`src/rtl/fir_seq_ctrl_if.sv`:
```
// fir_seq_ctrl_if: sample stream, result stream and FIR core port bundle
interface fir_seq_ctrl_if #(parameter int WIDTH = 32);
    logic             in_valid;
    logic             in_ready;
    logic [WIDTH-1:0] in_data;
    logic             out_valid;
    logic             out_ready;
    logic [WIDTH-1:0] out_data;
    logic             out_last;
    logic [1:0]       core_operation;
    logic [31:0]      core_addr;
    logic [WIDTH-1:0] core_x;
    logic [WIDTH-1:0] core_y;
    logic             core_done;
    modport master (
        input  in_valid, in_data, out_ready, core_y, core_done,
        output in_ready, out_valid, out_data, out_last, core_operation, core_addr, core_x
    );
    modport slave (
        output in_valid, in_data, out_ready, core_y, core_done,
        input  in_ready, out_valid, out_data, out_last, core_operation, core_addr, core_x
    );
endinterface

```
`src/rtl/fir_seq_ctrl.sv`:
```
// fir_seq_ctrl: loads samples into a FIR core, runs it under a timeout, streams results out
module fir_seq_ctrl #(
    parameter int SIGNAL_COUNT = 10,
    parameter int WIDTH        = 32,
    parameter int TIMEOUT      = 1024
) (
    input  logic           clk,
    input  logic           reset,
    input  logic           start,
    output logic           busy,
    output logic           err_timeout,
    fir_seq_ctrl_if.master bus
);
    typedef enum logic [2:0] {IDLE, LOAD, LOAD_HOLD, COMPUTE, RD_ADDR, RD_DATA, RD_OUT} state_t;
    localparam logic [31:0] LAST     = 32'(SIGNAL_COUNT - 1);
    localparam logic [31:0] TMO_LAST = 32'(TIMEOUT - 1);
    state_t           state, state_n;
    logic [31:0]      cnt, cnt_n, tmo, tmo_n, addr_n;
    logic             busy_n, err_n, in_ready_n, out_valid_n, out_last_n;
    logic [WIDTH-1:0] out_data_n, core_x_n;
    logic [1:0]       op_n;
    always_comb begin
        state_n     = state;
        cnt_n       = cnt;
        tmo_n       = tmo;
        err_n       = err_timeout;
        in_ready_n  = bus.in_ready;
        out_valid_n = bus.out_valid;
        out_last_n  = bus.out_last;
        out_data_n  = bus.out_data;
        core_x_n    = bus.core_x;
        op_n        = bus.core_operation;
        addr_n      = bus.core_addr;
        case (state)
            IDLE: if (start) begin
                state_n    = LOAD;
                err_n      = 1'b0;
                cnt_n      = '0;
                addr_n     = '0;
                core_x_n   = '0;
                op_n       = 2'b01;
                in_ready_n = 1'b1;
            end
            LOAD: if (bus.in_valid && bus.in_ready) begin
                core_x_n = bus.in_data;
                addr_n   = cnt;
                cnt_n    = cnt + 1;
                if (cnt == LAST) begin
                    in_ready_n = 1'b0;
                    state_n    = LOAD_HOLD;
                end
            end
            LOAD_HOLD: begin
                state_n = COMPUTE;
                tmo_n   = '0;
                op_n    = 2'b10;
            end
            COMPUTE: begin
                tmo_n = tmo + 1;
                // done has priority over an expiring timeout in the same cycle
                if (bus.core_done) begin
                    state_n = RD_ADDR;
                    cnt_n   = '0;
                    addr_n  = '0;
                    op_n    = 2'b11;
                end else if (tmo == TMO_LAST) begin
                    err_n   = 1'b1;
                    state_n = IDLE;
                    op_n    = 2'b00;
                end
            end
            RD_ADDR: state_n = RD_DATA;
            RD_DATA: begin
                out_data_n  = bus.core_y;
                out_valid_n = 1'b1;
                out_last_n  = cnt == LAST;
                state_n     = RD_OUT;
            end
            RD_OUT: if (bus.out_ready) begin
                out_valid_n = 1'b0;
                out_last_n  = 1'b0;
                if (bus.out_last) begin
                    state_n = IDLE;
                    op_n    = 2'b00;
                end else begin
                    cnt_n   = cnt + 1;
                    addr_n  = cnt + 1;
                    state_n = RD_ADDR;
                end
            end
            default: state_n = IDLE;
        endcase
        busy_n = state_n != IDLE;
    end
    always_ff @(posedge clk) begin
        if (reset) begin
            state              <= IDLE;
            cnt                <= '0;
            tmo                <= '0;
            busy               <= 1'b0;
            err_timeout        <= 1'b0;
            bus.in_ready       <= 1'b0;
            bus.out_valid      <= 1'b0;
            bus.out_data       <= '0;
            bus.out_last       <= 1'b0;
            bus.core_operation <= 2'b00;
            bus.core_addr      <= '0;
            bus.core_x         <= '0;
        end else begin
            state              <= state_n;
            cnt                <= cnt_n;
            tmo                <= tmo_n;
            busy               <= busy_n;
            err_timeout        <= err_n;
            bus.in_ready       <= in_ready_n;
            bus.out_valid      <= out_valid_n;
            bus.out_data       <= out_data_n;
            bus.out_last       <= out_last_n;
            bus.core_operation <= op_n;
            bus.core_addr      <= addr_n;
            bus.core_x         <= core_x_n;
        end
    end
endmodule

```
`src/flat_wrapper.sv`:
```
// flat-port wrapper written by rule: the top's interface ports become plain ports
module fir_seq_ctrl_flat 
#(
    parameter int SIGNAL_COUNT = 10,
    parameter int WIDTH        = 32,
    parameter int TIMEOUT      = 1024
)
  (clk, reset, start, busy, err_timeout, bus_in_valid, bus_in_data, bus_out_ready, bus_core_y, bus_core_done, bus_in_ready, bus_out_valid, bus_out_data, bus_out_last, bus_core_operation, bus_core_addr, bus_core_x);
  fir_seq_ctrl_if #(.WIDTH(WIDTH)) bus_i ();
  input  logic clk;
  input  logic reset;
  input  logic start;
  output logic busy;
  output logic err_timeout;
  input wire logic [$bits(bus_i.in_valid)-1:0] bus_in_valid;
  input wire logic [$bits(bus_i.in_data)-1:0] bus_in_data;
  input wire logic [$bits(bus_i.out_ready)-1:0] bus_out_ready;
  input wire logic [$bits(bus_i.core_y)-1:0] bus_core_y;
  input wire logic [$bits(bus_i.core_done)-1:0] bus_core_done;
  output wire logic [$bits(bus_i.in_ready)-1:0] bus_in_ready;
  output wire logic [$bits(bus_i.out_valid)-1:0] bus_out_valid;
  output wire logic [$bits(bus_i.out_data)-1:0] bus_out_data;
  output wire logic [$bits(bus_i.out_last)-1:0] bus_out_last;
  output wire logic [$bits(bus_i.core_operation)-1:0] bus_core_operation;
  output wire logic [$bits(bus_i.core_addr)-1:0] bus_core_addr;
  output wire logic [$bits(bus_i.core_x)-1:0] bus_core_x;
  assign bus_i.in_valid = bus_in_valid;
  assign bus_i.in_data = bus_in_data;
  assign bus_i.out_ready = bus_out_ready;
  assign bus_i.core_y = bus_core_y;
  assign bus_i.core_done = bus_core_done;
  assign bus_in_ready = bus_i.in_ready;
  assign bus_out_valid = bus_i.out_valid;
  assign bus_out_data = bus_i.out_data;
  assign bus_out_last = bus_i.out_last;
  assign bus_core_operation = bus_i.core_operation;
  assign bus_core_addr = bus_i.core_addr;
  assign bus_core_x = bus_i.core_x;
  fir_seq_ctrl #(.SIGNAL_COUNT(SIGNAL_COUNT), .WIDTH(WIDTH), .TIMEOUT(TIMEOUT)) u_core (.clk(clk), .reset(reset), .start(start), .busy(busy), .err_timeout(err_timeout), .bus(bus_i));
endmodule
```
`config.mk`:
```
export PLATFORM = sky130hd
export DESIGN_NAME = fir_seq_ctrl_flat
export DESIGN_NICKNAME = d
export VERILOG_FILES = /design/src/rtl/fir_seq_ctrl_if.sv /design/src/rtl/fir_seq_ctrl.sv /design/src/flat_wrapper.sv
export SDC_FILE = /design/constraint.sdc
export NUM_CORES = 1
export LEC_CHECK = 0
export CORE_MARGIN = 4
export CORE_UTILIZATION = 45
export DETAILED_ROUTE_END_ITERATION = 10
export HOLD_SLACK_MARGIN = 0.1
export PLACE_DENSITY = 0.72
export RECOVER_POWER = 50
export SYNTH_ARGS = -nofsm -noshare
export SYNTH_HDL_FRONTEND = slang
export SYNTH_SLANG_ARGS = --single-unit
export TNS_END_PERCENT = 50
```
`constraint.sdc`:
```
create_clock -name clk -period 3.19 [get_ports clk]
set_clock_uncertainty 0.05 [all_clocks]
set_input_delay 0.7975 -clock clk [delete_from_list [all_inputs] [get_ports clk]]
set_output_delay 0.7975 -clock clk [all_outputs]
set_load 0.005 [all_outputs]
```
==> Word-level counts from Yosys, hierarchy flattened <==
Index checks and enable logic that the tools add are counted.
{ "totals": {"reg_bits": 170, "latch_bits": 0, "ram_bits": 0, "rom_bits": 0, "inputBits": 70, "output_inout_bits": 103, "elab_cells": 83, "memories": 0} }
{ "classes": {"n_addsub": 2, "multipliers": 0, "div_mod_pow": 0, "order_cmp": 0, "eq_ne": 18, "n_shift": 0, "muxes": 36, "bitwise_logic": 0, "n_reduce_logical": 15} }
{ "ops": {"columns": ["op", "n"], "rows": [
  ["case mux 32 bit (4 select lines)", 2],
  ["two-way mux 32 bit", 7],
  ["case mux 32 bit (2 select lines)", 2],
  ["adder 32 x 1 -> 32 bit (second input constant)", 2],
  ["equality test 32 x 10 -> 1 bit (second input constant)", 1],
  ["equality test 32 x 4 -> 1 bit (second input constant)", 1],
  ["two-way mux 3 bit", 7],
  ["case mux 3 bit (7 select lines)", 1],
  ["two-way mux 2 bit", 5],
  ["inequality test 2 bit (second input constant)", 5],
  ["equality test 3 bit (second input constant)", 3],
  ["inequality test 2 x 1 -> 1 bit (second input constant)", 4],
  ["case mux 1 bit (2 select lines)", 4],
  ["case mux 2 bit (4 select lines)", 1],
  ["AND reduction 4 bit", 2],
  ["nonzero test 2 bit", 4],
  ["nonzero test 4 bit", 2],
  ["two-way mux 1 bit", 7],
  ["equality test 3 x 2 -> 1 bit (second input constant)", 2],
  ["AND reduction 6 bit", 1],
  ["AND reduction 5 bit", 1],
  ["equality test 3 x 1 -> 1 bit (second input constant)", 1],
  ["logical NOT 3 bit", 1],
  ["inequality test 3 x 2 -> 1 bit (second input constant)", 1],
  ["4 further kinds", 4]
]} }

==> Logic depth before layout (Yosys ltp) <==
{ "logic_depth": {"ltp_word": 5, "ltp_mapped": 9, "ltp_nobuf": 7} }

==> Worst setup path after synthesis <==
OpenSTA, ideal clock, no wires.
{ "synth_path": {"path_type": "input port to flip-flop", "start": "input bus_core_done", "end": "register u_core.cnt[11]", "setup_ns": 0.070, "arrival_time_ns": 1.964, "required_time_ns": 3.070, "path_slack_ns": 1.105, "stages": 6, "path_buffers": 1, "path_cell_list": "inv_1 > a211oi_2 > o211ai_2 > clkbuf_2 > or3_1 > a21oi_1"} }
{ "synth_via": {"elab_chain_len": 2} }
{ "synth_rtl": {"columns": ["element", "line", "text"], "rows": [
  ["start: declaration", "flat_wrapper.sv:19", "input wire logic [$bits(bus_i.core_done)-1:0] bus_core_done;"],
  ["inequality test 2 bit (no source line)", null, null],
  ["AND reduction 6 bit (no source line)", null, null],
  ["end signal: assignment", "fir_seq_ctrl.sv:111", "cnt <= cnt_n;"],
  ["end: declaration", "fir_seq_ctrl.sv:18", "logic [31:0] cnt, cnt_n, tmo, tmo_n, addr_n;"]
]} }
No other way between the ends.
A chain may end at the register's enable or synchronous reset.

==> Final worst setup path <==
{ "layout_path": {"start": "register u_core.state[1]", "end": "register u_core.bus.out_last"} }
{ "layout_via": {"elab_chain_len": 3, "word_cells_on_any_way": 6, "classes_between": "eq/ne: 3; mux: 1; reduce/logical: 2"} }
{ "layout_rtl": {"columns": ["element", "line", "text"], "rows": [
  ["start: declaration", "fir_seq_ctrl.sv:17", "state_t state, state_n;"],
  ["start signal: assignment", "fir_seq_ctrl.sv:110", "state <= state_n;"],
  ["equality test 3 bit", "fir_seq_ctrl.sv:34", "case (state)"],
  ["inequality test 2 bit (no source line) / nonzero test 2 bit (equally long branches)", null, null],
  ["AND reduction 2 bit (no source line)", null, null],
  ["end signal: assignment", "fir_seq_ctrl.sv:118", "bus.out_last <= out_last_n;"],
  ["end: declaration", "fir_seq_ctrl_if.sv:17", "output in_ready, out_valid, out_data, out_last, core_operation, core_addr, core_x"]
]} }
Parallel ways exist; a longest one is shown, timed or not.

==> results.md <==
- The startpoint of the tightest hold check path is u_core.bus.core_x[14]$_SDFFE_PP0P_.
- The full die area is 20,300 µm².
- The slew of the pin with the lowest slew margin is 1550 ps.
- The number of flops mapped to enable cells by yosys is 0.
- After synthesis the netlist holds a flip-flop and latch count of 170.
- In the final layout, the share of cells above drive strength 1 is 0.0878.
- In this run the clock root is driven by a sky130_fd_sc_hd__clkbuf_16.
- The setup TNS after final layout is 0 ps.
- The total leakage power is 3.86 nW.
- Once the clock tree was built, the setup fixing pass inserted 0 buffers.
- For this run, global-route usage on met2 was measured as 0.387.
- STA classifies the critical path startpoint as a flip-flop.
- The total of cells resized after clock tree synthesis is 0.
- For this design, the CTS-stage hold fixing added 0 buffers.
- For this design the ratio of total power to cell area is between 400 and 500 nW/µm².
- The post-detailed-route count of antenna-violating nets is 0.
- The slowest stage of the critical path belongs to the cell sky130_fd_sc_hd__clkbuf_1.
- The overall overflow remaining after global route is 0.
- The final-report hold violation count came to 0.
- The clock transition at the registers of the reported paths is roughly 70 ps.
- Traced cell by cell, the critical path runs through inv_1, nand3_1, clkbuf_1, nand3_1, o21a_1, nor2_1.
- 173 I/O pins were placed.
- Entering global routing, the biggest net connects 50 pins.
- The met1 usage in global routing is 0.325.
- Compared with the post-synthesis result, the final layout area differs by 31.0%.
- Of the total synthesized cell area, the portion taken by full adders, half adders and majority gates is 0.00461.
- The critical path contains buffers and inverters numbering 2 combined.
- Setup repair after global routing left no endpoint under its margin.
- The flow ran to the end, but the final reports show violations.
- In this run the worst setup path begins at u_core.state[1]$_SDFF_PP0_.
- In the finished design, the share of the clock period the worst path needs comes to 0.829.
- The compound-gate portion of the synthesized area is 0.231.
- The simple-gate share of the synthesized area is 0.275.
- In this run the register-to-register setup slack is 550 ps.
- The share of the Yosys chip area taken by registers is 0.418.
- The final net count is 1,256.
- The clock sink count is 170.
- The number of fill cells in the layout is 1,581.
- The number of iterations in the first detailed-routing pass is 8.
- The fraction of synthesis flops using an asynchronous set or reset pin is 0.
- The prevailing post-synth register cell is sky130_fd_sc_hd__dfxtp_1.
- The number of cells on the worst hold path is 2.
- The die extent in y is 143 µm.
- For this run, the top clock speed supported by timing is 378 MHz.
- The number of global-route vias before repair is 7,749.
- The largest vdd supply drop is slightly above 0.4 mV.
- The routed design has 25.0 mm of wire.
- The per-cell via count in the routed design is 5.91.
- Grouping stages by cell kind, the critical path spends the most delay in buffers and inverters.
- The quantity of I/O buffers inserted on ports is 172.
- The final reports fail on max-capacitance violations, max-slew violations.
- In this design, the critical path's most frequently occurring cell is sky130_fd_sc_hd__nand3_1.
- The final critical path time including I/O delays and setup is 2640 ps.
- The routing layer with the top usage in global route is met2.
- After technology mapping, the gate count stands at between 1,000 and 1,500.
- The post-synthesis mux area share is 0.0151.
- The clock insertion delay at the later pin of the skew report is approximately 430 ps.
- The worst setup path is captured at a flip-flop.
- Of the total synthesized cell area, the portion taken by XOR and XNOR cells is 0.00108.
- The initial antenna violation count came to 0.
- The final count of pins violating max slew came to 35.
- The estimated wirelength of the detail-placed design is about 17 mm.
- The critical path class is flip-flop to flip-flop.
- The first-iteration detailed-routing DRC count is 641.
- The synthesized cell area is 8150 µm².
- The net count after synthesis is 1,122.
- For this run, the slowest stage of the critical path takes around 1100 ps.
- The end point of the worst hold path is u_core.bus.core_x[14]$_SDFFE_PP0P_.
- The CTS tree is built.
- In the global route stage, overall resource usage came out at 0.245.
- The sequential cells in the finished layout cover a total of around 3400 µm².
- STA puts the critical path data arrival time at 2960 ps.
- The final count of negative-setup-slack endpoints is 0.
- The multi-input combinational cells in the finished layout cover a total of 4310 µm².
- The routability congestion estimate is 0.904.
- The total instance count after detailed placement is 1,389.
- The number of diodes is 0.
- In this run the worst path has a maximum fanout of 34.
- After synthesis, the largest family of logic cells by area is simple AND/OR/NAND/NOR gates.
- For this configuration, the core starts out at a cell density of 0.465.
- The total number of vias is 8,396.
- Leaving out filler cells and counting taps, the final layout contains 1,421.
- The clock passes through at most 2 buffers.
- The kind of path behind the tightest hold check is flip-flop to flip-flop.
- The number of buffers created by CTS is 17.
- The relative slew slack is -0.0346.
- The number of synthesis warnings is 0.
- The max-cap check violation count is 1.
- For the worst flop-to-flop path, the logic depth is 6.
- In the global route stage, met3 resource usage came out at 0.0601.
- The first global-routing pass estimated 40.4 mm of wire.
- The required arrival time at the worst endpoint is 3510 ps.
- The worst register-to-register path ends at u_core.bus.out_last$_SDFFE_PP0P_.
- The number of DRC violations after detailed routing is 0.
- The worst register-to-register path begins at u_core.state[1]$_SDFF_PP0_.
- The distinct cell type count after synthesis is a little over 70.
- In this run the number of H-tree levels came out at 4.
- The placement row count is 48.
- The wire length per cell is 17.6 µm.
- Dividing the synthesized area by the synthesized cell count gives 7.77 µm².
- In this run the horizontal extent of the chip is between 100 and 150 µm.
- The core region is 17,500 µm².
layout by cell type, fill, tap and decap left out, types with 4 or more instances in the layout:
cell / n
sky130_fd_sc_hd__a211oi_1: 8
sky130_fd_sc_hd__a21o_1: 4
sky130_fd_sc_hd__a21oi_1: 134
sky130_fd_sc_hd__a31oi_1: 40
sky130_fd_sc_hd__a41oi_1: 4
sky130_fd_sc_hd__and3_1: 17
sky130_fd_sc_hd__and4_1: 5
sky130_fd_sc_hd__buf_4: 33
sky130_fd_sc_hd__clkbuf_16: 17
sky130_fd_sc_hd__clkdlybuf4s50_1: 80
sky130_fd_sc_hd__clkinv_4: 4
sky130_fd_sc_hd__dfxtp_1: 170
sky130_fd_sc_hd__dlygate4sd3_1: 91
sky130_fd_sc_hd__inv_1: 15
sky130_fd_sc_hd__mux2_2: 10
sky130_fd_sc_hd__nand2_1: 152
sky130_fd_sc_hd__nand3_1: 68
sky130_fd_sc_hd__nand3_2: 5
sky130_fd_sc_hd__nand3b_1: 4
sky130_fd_sc_hd__nand4_1: 26
sky130_fd_sc_hd__nor2_1: 58
sky130_fd_sc_hd__nor3_1: 29
sky130_fd_sc_hd__nor4_1: 21
sky130_fd_sc_hd__o2111ai_1: 5
sky130_fd_sc_hd__o211ai_1: 4
sky130_fd_sc_hd__o21a_1: 7
sky130_fd_sc_hd__o21ai_0: 69
sky130_fd_sc_hd__o41ai_1: 6
sky130_fd_sc_hd__or3_1: 26
stage by stage:
stage,hold slack [ps],total power [mW],util,area (µm²),worst slack (ps)
global route,416,4.96,0.609,10700,286
global placement,387,2.72,0.575,10100,280
CTS,403,4.85,0.609,10700,596
finish,395,4.79,0.609,10700,547
floorplan,398,2.45,-,8150,1110
detailed placement,393,2.72,0.575,10100,220
worst max-delay path by stage:
stage                                            to  slack, ps  cells past startpoint
5_1_grt        u_core.bus.out_data[11]$_SDFFE_PP0P_        290                      5
4_1_cts                 u_core.cnt[17]$_SDFFE_PP0P_        600                      5
3_3_place_gp            u_core.cnt[23]$_SDFFE_PP0P_        280                      5
3_5_place_dp            u_core.cnt[17]$_SDFFE_PP0P_        220                      5
6_report           u_core.bus.out_last$_SDFFE_PP0P_        550                      6
2_1_floorplan           u_core.cnt[11]$_SDFFE_PP0P_       1110                      6
per-layer routing:
| metal | part of all wire | wire length, µm | vias up |
|---|---|---|---|
| met5 | 0 | 0 | - |
| met4 | 0.025 | 622 | 0 |
| met3 | 0.072 | 1800 | 57 |
| met2 | 0.47 | 11800 | 319 |
| met1 | 0.43 | 10700 | 3917 |
| li1 | - | - | 4103 |
state kept, by name (all words and copies together) (netlist names), 2 cells and up:
name,flops
u_core.bus.core_operation,2
u_core.tmo,32
u_core.bus.core_addr,32
u_core.cnt,32
u_core.bus.core_x,32
u_core.bus.out_data,32
u_core.state,3
tightest hold or removal path: stages (launching register included):
cell and delay, ps:
sky130_fd_sc_hd__dfxtp_1 310, sky130_fd_sc_hd__nand2_1 50, sky130_fd_sc_hd__a21oi_1 50
synth_stat cells (all sizes together), types with 6 or more instances:
| cell type | count | share of area |
|---|---|---|
| nor3 | 30 | 0.019 |
| a211oi | 9 | 0.0089 |
| dfxtp | 170 | 0.42 |
| a21oi | 134 | 0.082 |
| o31ai | 6 | 0.0074 |
| nand2 | 152 | 0.070 |
| a31oi | 41 | 0.031 |
| buf | 25 | 0.017 |
| nor4 | 23 | 0.021 |
| nand3 | 73 | 0.048 |
| o21a | 8 | 0.0074 |
| mux2 | 10 | 0.014 |
| and3 | 17 | 0.013 |
| inv | 15 | 0.0069 |
| or3 | 26 | 0.020 |
| nand4 | 27 | 0.022 |
| o41ai | 6 | 0.0065 |
| o21ai | 70 | 0.043 |
| nor2 | 58 | 0.027 |
| clkbuf | 68 | 0.032 |
layout make-up:
class,instances,share of cell area
clock inverter,14,0.0151
clock buffer,18,0.0411
multi-input combinational,771,0.404
sequential,170,0.319
tap,225,0.0264
inverter,15,0.00528
timing repair buffer,208,0.190
report_power, final:
group	switching (mW)	total (mW)	internal, mW
logic	0.233	0.457	0.223
registers	0.0292	2.20	2.17
clock network	0.942	2.14	1.19
cell families after synthesis:
family	Yosys count
AOI/OAI and AO/OA	315
xor gates and xnor gates	1
adders and majority gates	3
buffers and inverters	108
DFF	170
muxes	11
and+or+nand+nor	441
(Power assumes the default switching activity.)
